<file path="src/rtl/pingpong_frame_ctrl_pkg.sv">
// Shared types and helpers for the ping-pong frame buffer controller.
package pingpong_frame_ctrl_pkg;

   // Writer: filling the write bank, or holding a complete frame until the swap.
   typedef enum logic [0:0] {
      WrFill = 1'b0,
      WrWait = 1'b1
   } wr_state_e;

   // Reader: no bank held, or holding the read bank for the consumer.
   typedef enum logic [0:0] {
      RdIdle = 1'b0,
      RdRead = 1'b1
   } rd_state_e;

   // Address width inside one bank; the RAM address MSB selects the bank.
   function automatic int unsigned bank_aw(input int unsigned addr_length);
      return addr_length - 1;
   endfunction

endpackage

</file>
<file path="src/rtl/pingpong_frame_ctrl_sat_counter.sv">
// Saturating up-counter with synchronous reset and clear.
module sat_counter #(
   parameter int unsigned WIDTH = 16
) (
   input  logic             clk,
   input  logic             reset,
   input  logic             inc,
   input  logic             clear,
   output logic [WIDTH-1:0] count
);

   logic [WIDTH-1:0] count_q;
   logic [WIDTH-1:0] count_d;

   // Next count: clear wins, otherwise step up until all-ones.
   always_comb begin
      count_d = count_q;
      if (clear) begin
         count_d = '0;
      end else if (inc && (count_q != {WIDTH{1'b1}})) begin
         count_d = count_q + 1'b1;
      end
   end

   // Count register.
   always_ff @(posedge clk) begin
      if (reset) begin
         count_q <= '0;
      end else begin
         count_q <= count_d;
      end
   end

   assign count = count_q;

endmodule

</file>
<file path="src/rtl/pingpong_frame_ctrl.sv">
// Ping-pong frame buffer sequencer for a shared dual-port sample RAM.
// The capture stream fills the write bank while the consumer reads the other;
// banks swap once a frame is complete and the reader has released its bank.
module pingpong_frame_ctrl
   import pingpong_frame_ctrl_pkg::*;
#(
   parameter int unsigned DATA_WIDTH  = 32,
   parameter int unsigned ADDR_LENGTH = 14,
   parameter int unsigned FRAME_LEN   = 1024,
   parameter int unsigned DROP_W      = 16
) (
   input  logic                   clk,
   input  logic                   reset,
   // Sample stream
   input  logic                   in_valid,
   input  logic [DATA_WIDTH-1:0]  in_data,
   output logic                   in_ready,
   // Consumer interface
   input  logic                   rd_start,
   input  logic                   rd_req,
   input  logic [ADDR_LENGTH-2:0] rd_index,
   input  logic                   rd_done,
   output logic                   rd_valid,
   output logic [DATA_WIDTH-1:0]  rd_data,
   output logic                   frame_avail,
   output logic                   rd_busy,
   output logic                   overrun,
   output logic [DROP_W-1:0]      drop_cnt,
   // RAM ports
   output logic                   mem_we,
   output logic [ADDR_LENGTH-1:0] mem_wraddr,
   output logic [DATA_WIDTH-1:0]  mem_wrdata,
   output logic [ADDR_LENGTH-1:0] mem_rdaddr,
   input  logic [DATA_WIDTH-1:0]  mem_rddata
);

   localparam int unsigned BANK_AW = bank_aw(ADDR_LENGTH);

   // A frame must fit in one bank and be at least two samples long.
   if ((FRAME_LEN < 2) || (FRAME_LEN > (1 << BANK_AW))) begin : g_bad_frame_len
      $error("pingpong_frame_ctrl: FRAME_LEN out of range for ADDR_LENGTH");
   end

   localparam logic [BANK_AW-1:0] LAST_IDX    = BANK_AW'(FRAME_LEN - 1);
   localparam logic [BANK_AW:0]   FRAME_LEN_W = (BANK_AW + 1)'(FRAME_LEN);

   wr_state_e          wr_state_q, wr_state_d;
   logic [BANK_AW-1:0] wr_cnt_q, wr_cnt_d;
   logic               wr_bank_q, wr_bank_d;

   rd_state_e          rd_state_q, rd_state_d;
   logic               rd_bank_q, rd_bank_d;
   logic               frame_avail_q, frame_avail_d;
   logic               rd_valid_q, rd_valid_d;
   logic               overrun_q, overrun_d;

   logic               wr_accept;
   logic               claim;
   logic               swap;
   logic               rd_accept;
   logic               drop_inc;

   // Handshake and event decode shared by both FSMs.
   always_comb begin
      in_ready  = (wr_state_q == WrFill);
      wr_accept = in_valid && in_ready;
      claim     = (rd_state_q == RdIdle) && rd_start && frame_avail_q;
      // A same-cycle claim takes the current frame; the swap waits a cycle.
      swap      = (wr_state_q == WrWait) && (rd_state_q == RdIdle) && !claim;
      rd_accept = (rd_state_q == RdRead) && rd_req && ({1'b0, rd_index} < FRAME_LEN_W);
      drop_inc  = (wr_state_q == WrWait) && in_valid;
   end

   // Writer next state: count accepted samples, park in WrWait until the swap.
   always_comb begin
      wr_state_d = wr_state_q;
      wr_cnt_d   = wr_cnt_q;
      wr_bank_d  = wr_bank_q;
      unique case (wr_state_q)
         WrFill: begin
            if (wr_accept) begin
               if (wr_cnt_q == LAST_IDX) begin
                  wr_state_d = WrWait;
                  wr_cnt_d   = '0;
               end else begin
                  wr_cnt_d = wr_cnt_q + 1'b1;
               end
            end
         end
         WrWait: begin
            if (swap) begin
               wr_state_d = WrFill;
               wr_bank_d  = ~wr_bank_q;
            end
         end
         default: wr_state_d = WrFill;
      endcase
   end

   // Reader next state plus frame bookkeeping and read-data qualifier.
   always_comb begin
      rd_state_d    = rd_state_q;
      rd_bank_d     = rd_bank_q;
      frame_avail_d = frame_avail_q;
      overrun_d     = 1'b0;
      rd_valid_d    = rd_accept;
      unique case (rd_state_q)
         RdIdle: if (claim) rd_state_d = RdRead;
         RdRead: if (rd_done) rd_state_d = RdIdle;
         default: rd_state_d = RdIdle;
      endcase
      if (swap) begin
         rd_bank_d     = wr_bank_q;
         frame_avail_d = 1'b1;
         // Newest frame replaces one the consumer never claimed.
         overrun_d     = frame_avail_q;
      end else if (claim) begin
         frame_avail_d = 1'b0;
      end
   end

   // State registers; reset discards any partial frame and any held bank.
   always_ff @(posedge clk) begin
      if (reset) begin
         wr_state_q    <= WrFill;
         wr_cnt_q      <= '0;
         wr_bank_q     <= 1'b0;
         rd_state_q    <= RdIdle;
         rd_bank_q     <= 1'b1;
         frame_avail_q <= 1'b0;
         rd_valid_q    <= 1'b0;
         overrun_q     <= 1'b0;
      end else begin
         wr_state_q    <= wr_state_d;
         wr_cnt_q      <= wr_cnt_d;
         wr_bank_q     <= wr_bank_d;
         rd_state_q    <= rd_state_d;
         rd_bank_q     <= rd_bank_d;
         frame_avail_q <= frame_avail_d;
         rd_valid_q    <= rd_valid_d;
         overrun_q     <= overrun_d;
      end
   end

   sat_counter #(
      .WIDTH (DROP_W)
   ) u_drop_cnt (
      .clk   (clk),
      .reset (reset),
      .inc   (drop_inc),
      .clear (1'b0),
      .count (drop_cnt)
   );

   // RAM port drive and consumer-facing outputs.
   always_comb begin
      mem_we      = wr_accept;
      mem_wraddr  = {wr_bank_q, wr_cnt_q};
      mem_wrdata  = in_data;
      mem_rdaddr  = {rd_bank_q, rd_index};
      rd_data     = mem_rddata;
      rd_valid    = rd_valid_q;
      frame_avail = frame_avail_q;
      rd_busy     = (rd_state_q == RdRead);
      overrun     = overrun_q;
   end

endmodule
</file>
<file path="config.mk">
export PLATFORM = sky130hd
export DESIGN_NAME = pingpong_frame_ctrl
export DESIGN_NICKNAME = d
export VERILOG_FILES = /design/src/rtl/pingpong_frame_ctrl_pkg.sv /design/src/rtl/pingpong_frame_ctrl_sat_counter.sv /design/src/rtl/pingpong_frame_ctrl.sv
export SDC_FILE = /design/constraint.sdc
export NUM_CORES = 1
export LEC_CHECK = 0
export ABC_AREA = 1
export BUFFER_PORTS_ARGS = -buffer_cell sky130_fd_sc_hd__buf_4
export CORE_MARGIN = 5
export CORE_UTILIZATION = 41
export DETAILED_ROUTE_END_ITERATION = 12
export GPL_TIMING_DRIVEN = 0
export PLACE_DENSITY_LB_ADDON = 0.2
export SETUP_SLACK_MARGIN = 0.1
export SYNTH_ARGS = -nofsm -noshare
export SYNTH_HDL_FRONTEND = slang
export SYNTH_HIERARCHICAL = 1
export SYNTH_SLANG_ARGS = --single-unit
</file>
<file path="constraint.sdc">
create_clock -name clk -period 1.5 [get_ports clk]
set_input_delay 0.3 -clock clk [delete_from_list [all_inputs] [get_ports clk]]
set_output_delay 0.3 -clock clk [all_outputs]
set_load 0.01 [all_outputs]
</file>
==> metrics.yaml <==
outcome:
  status: "finished, final reports clean"
yosys:
  synth_top_area_share: 0.273
  ys_seq_area_frac: 0.273
  syn_nets: 469
  ys_ff_latch: 36
  syn_area_um2: 2640
  syn_avg_cell_area_um2: 6.88
  synth_most_common_cell: "buf_4"
  post_synth_main_area_contributors: "dfxtp_1 (27%), buf_4 (22%), nand2_1 (10%), nor2_1 (9.5%), inv_1 (5.0%)"
  synth.distinct_cells: 34
  synthCells: 384
  synth_warnings: 6
  synth-async-reset-ratio: 0
  synth_common_cells: "buf_4 (79), nand2_1 (71), nor2_1 (67), dfxtp_1 (36), inv_1 (35)"
  yosysTopAreaCell: "dfxtp_1"
  synth_ff_type: "dfxtp_1"
  synth_edf_count: 0
timing:
  whs_ns: 0.216
  hold_violations: 0
  finalCriticalPeriod_ns: 1.33
  rsz0062_at_grt: "yes"
  fin_skew_ns: 0.00894
  finalMaxSlewViolations: 0
  fmax_mhz: 751
  finalSetupViolCount: 0
  period_share: 0.887
  layout_setup_ws_ns: 0.169
setup_path:
  r2r-start: "u_drop_cnt/count[1]"
  worst_path_max_delay_cell: "dfxtp_4"
  critPathKind: "reg2reg"
  end_kind: "register"
  cp.buffers_inverters: 0
  worst-endpoint-arrival_ns: 1.51
  worstPathMaxFanout: 4
  cp_cell_sequence: "ha_4, nand3_1, nor2_4, nand2_1, nor2_2, nand3_1, nand2_1, nor2_1"
  critPathMaxStageDelay_ns: 0.36
  required_ns: 1.68
  setup.worst_path.start: "u_drop_cnt/count[1]"
  start_kind: "register"
  cp_top_family: "simple AND/OR/NAND/NOR gates"
run:
  drv_cap: 0
clocking:
  clock_sinks: 36
  worstSkewPairLatency_ns: 0.28
  htree_levels: 2
  ctsRootBufferMaster: "clkbuf_8"
  cts_hold_buf: 0
  cts_tree: "yes"
  cts_buffers: 5
  clk_path_buf_depth: 2
  path_clk_slew_ns: 0.07
pwr:
  vdd_drop_max_v: 0.000478
  p_leak_uw: 0.00193
  pwr_density_cell_nw_per_um2: 551
placed_design:
  hpwl_um: 5980
  dp.cells: 583
  dpl_worst_slack_ns: -0.0177
  gp_congestion: 0.916
  portBuffers: 122
routing:
  drt_iter0_drc: 108
  vias: 2677
  wirelength_um: 7380
  ant_nets: 0
  drtPass1Iterations: 4
  routedWlPerCell_um: 12.4
  drc: 0
  via_per_inst: 4.48
die:
  rows: 29
  die_y_um: 90.2
  die_w_um: 90.2
  die_area_um2: 8140
  core_area_um2: 6310
  ioPinCount: 197
  start_util: 0.418
grt:
  grt_overflow_total: 0
  grt_pass1_wl_um: 11400
  grt_max_degree: 12
  antenna_found_initial: 0
  track_usage: 0.165
  grt_pass1_vias: 2431
layout:
  stdcell_count: 597
  antenna_cells: 0
  finalNetCount: 604
  synthToLayoutAreaGrowth_pct: 47.9
  layout-drive-gt1-share: 0.546
min_path:
  hold_class: "in2reg"
  min-delay-start: "rd_done"
==> sequential cells by signal, indices dropped and copies added, names as in the netlist <==
register / count
u_drop_cnt/count: 16
wr_cnt_q: 13
frame_avail: 1
overrun: 1
rd_bank_q: 1
rd_busy: 1
rd_valid: 1
wr_bank_q: 1
wr_state_q: 1
==> placed cells by master (no fill, tap or decap), drive strengths merged <==
master / Yosys / final
o22ai: 1 / 1
clkinv: 0 / 2
nand3b: 1 / 1
nor3b: 1 / 1
clkbuf: 0 / 6
conb: 1 / 1
a21oi: 10 / 10
nor3: 3 / 3
dfxtp: 36 / 36
ha: 2 / 2
inv: 39 / 39
xor2: 1 / 1
nand2: 78 / 78
mux2i: 1 / 1
nand3: 27 / 27
buf: 83 / 211
and2: 2 / 2
xnor2: 2 / 2
o21ai: 6 / 6
and3: 1 / 1
nand4: 8 / 8
nor2: 81 / 81
==> cell type report <==
type,count,area (µm²)
buffer,83,626
multi-input combinational,226,1220
timing repair buffer,128,968
fill,602,2410
sequential,36,751
tap,77,96.3
inverter,39,146
clock buffer,6,82.6
clock inverter,2,10.0
==> logic make-up (layout without fill, tap and decap cells) <==
| group | count (synthesis) | after routing | share of synthesized area |
|---|---|---|---|
| simple gates | 202 | 202 | 0.376 |
| buf+inv | 122 | 258 | 0.292 |
| flops | 36 | 36 | 0.273 |
| compound gates | 17 | 17 | 0.0341 |
| xor+xnor | 3 | 3 | 0.00995 |
| fa+ha+maj | 2 | 2 | 0.00948 |
| other cells | 1 | 1 | 0.00142 |
| mux | 1 | 1 | 0.00379 |
==> metrics by stage <==
stage	total power, µW	setup TNS (ns)	area, µm²	util
2_1_floorplan	1250	0	2640	-
3_3_place_gp	1460	-0.00312	3650	0.579
3_5_place_dp	1460	-0.0177	3650	0.579
4_1_cts	2190	0	3780	0.599
5_1_grt	2270	0	3900	0.618
6_report	2150	0	3900	0.618
==> worst register-to-register path: stages, from the launching register on <==
cell	delay, ns
dfxtp_4	0.36
ha_4	0.15
nand3_1	0.12
nor2_4	0.13
nand2_1	0.12
nor2_2	0.15
nand3_1	0.09
nand2_1	0.06
nor2_1	0.04
==> layer usage <==
layer | vias up | GRT usage | part of all wire
met4 | 0 | 0.0397 | 0.0049
li1 | 1381 | - | -
met3 | 2 | 0.0584 | 0.088
met1 | 1183 | 0.185 | 0.38
met5 | - | 0 | 0
met2 | 111 | 0.295 | 0.53
==> power by group <==
part	switching [µW]	internal (µW)	total (µW)
logic	173	296	469
clock network	348	367	715
registers	9.54	959	969
total	531	1620	2150
==> what timing repair did <==
item	4_1_cts	5_1_grt
setup buffers	3	2
pin swaps	2	8
gates resized for setup	3	39
gates cloned	1	0
hold endpoints to repair	0	0
setup endpoints to repair	20	29
==> worst paths after layout <==
| kind | to | slack, ns | cells after the start |
|---|---|---|---|
| hold reg to reg | rd_bank_q | 0.47 | 2 |
| hold / removal | rd_busy | 0.22 | 2 |
| setup reg to reg | u_drop_cnt/count[14] | 0.17 | 8 |
| setup / recovery | u_drop_cnt/count[14] | 0.17 | 8 |
No activity file was read; power rests on OpenSTA's default activity.
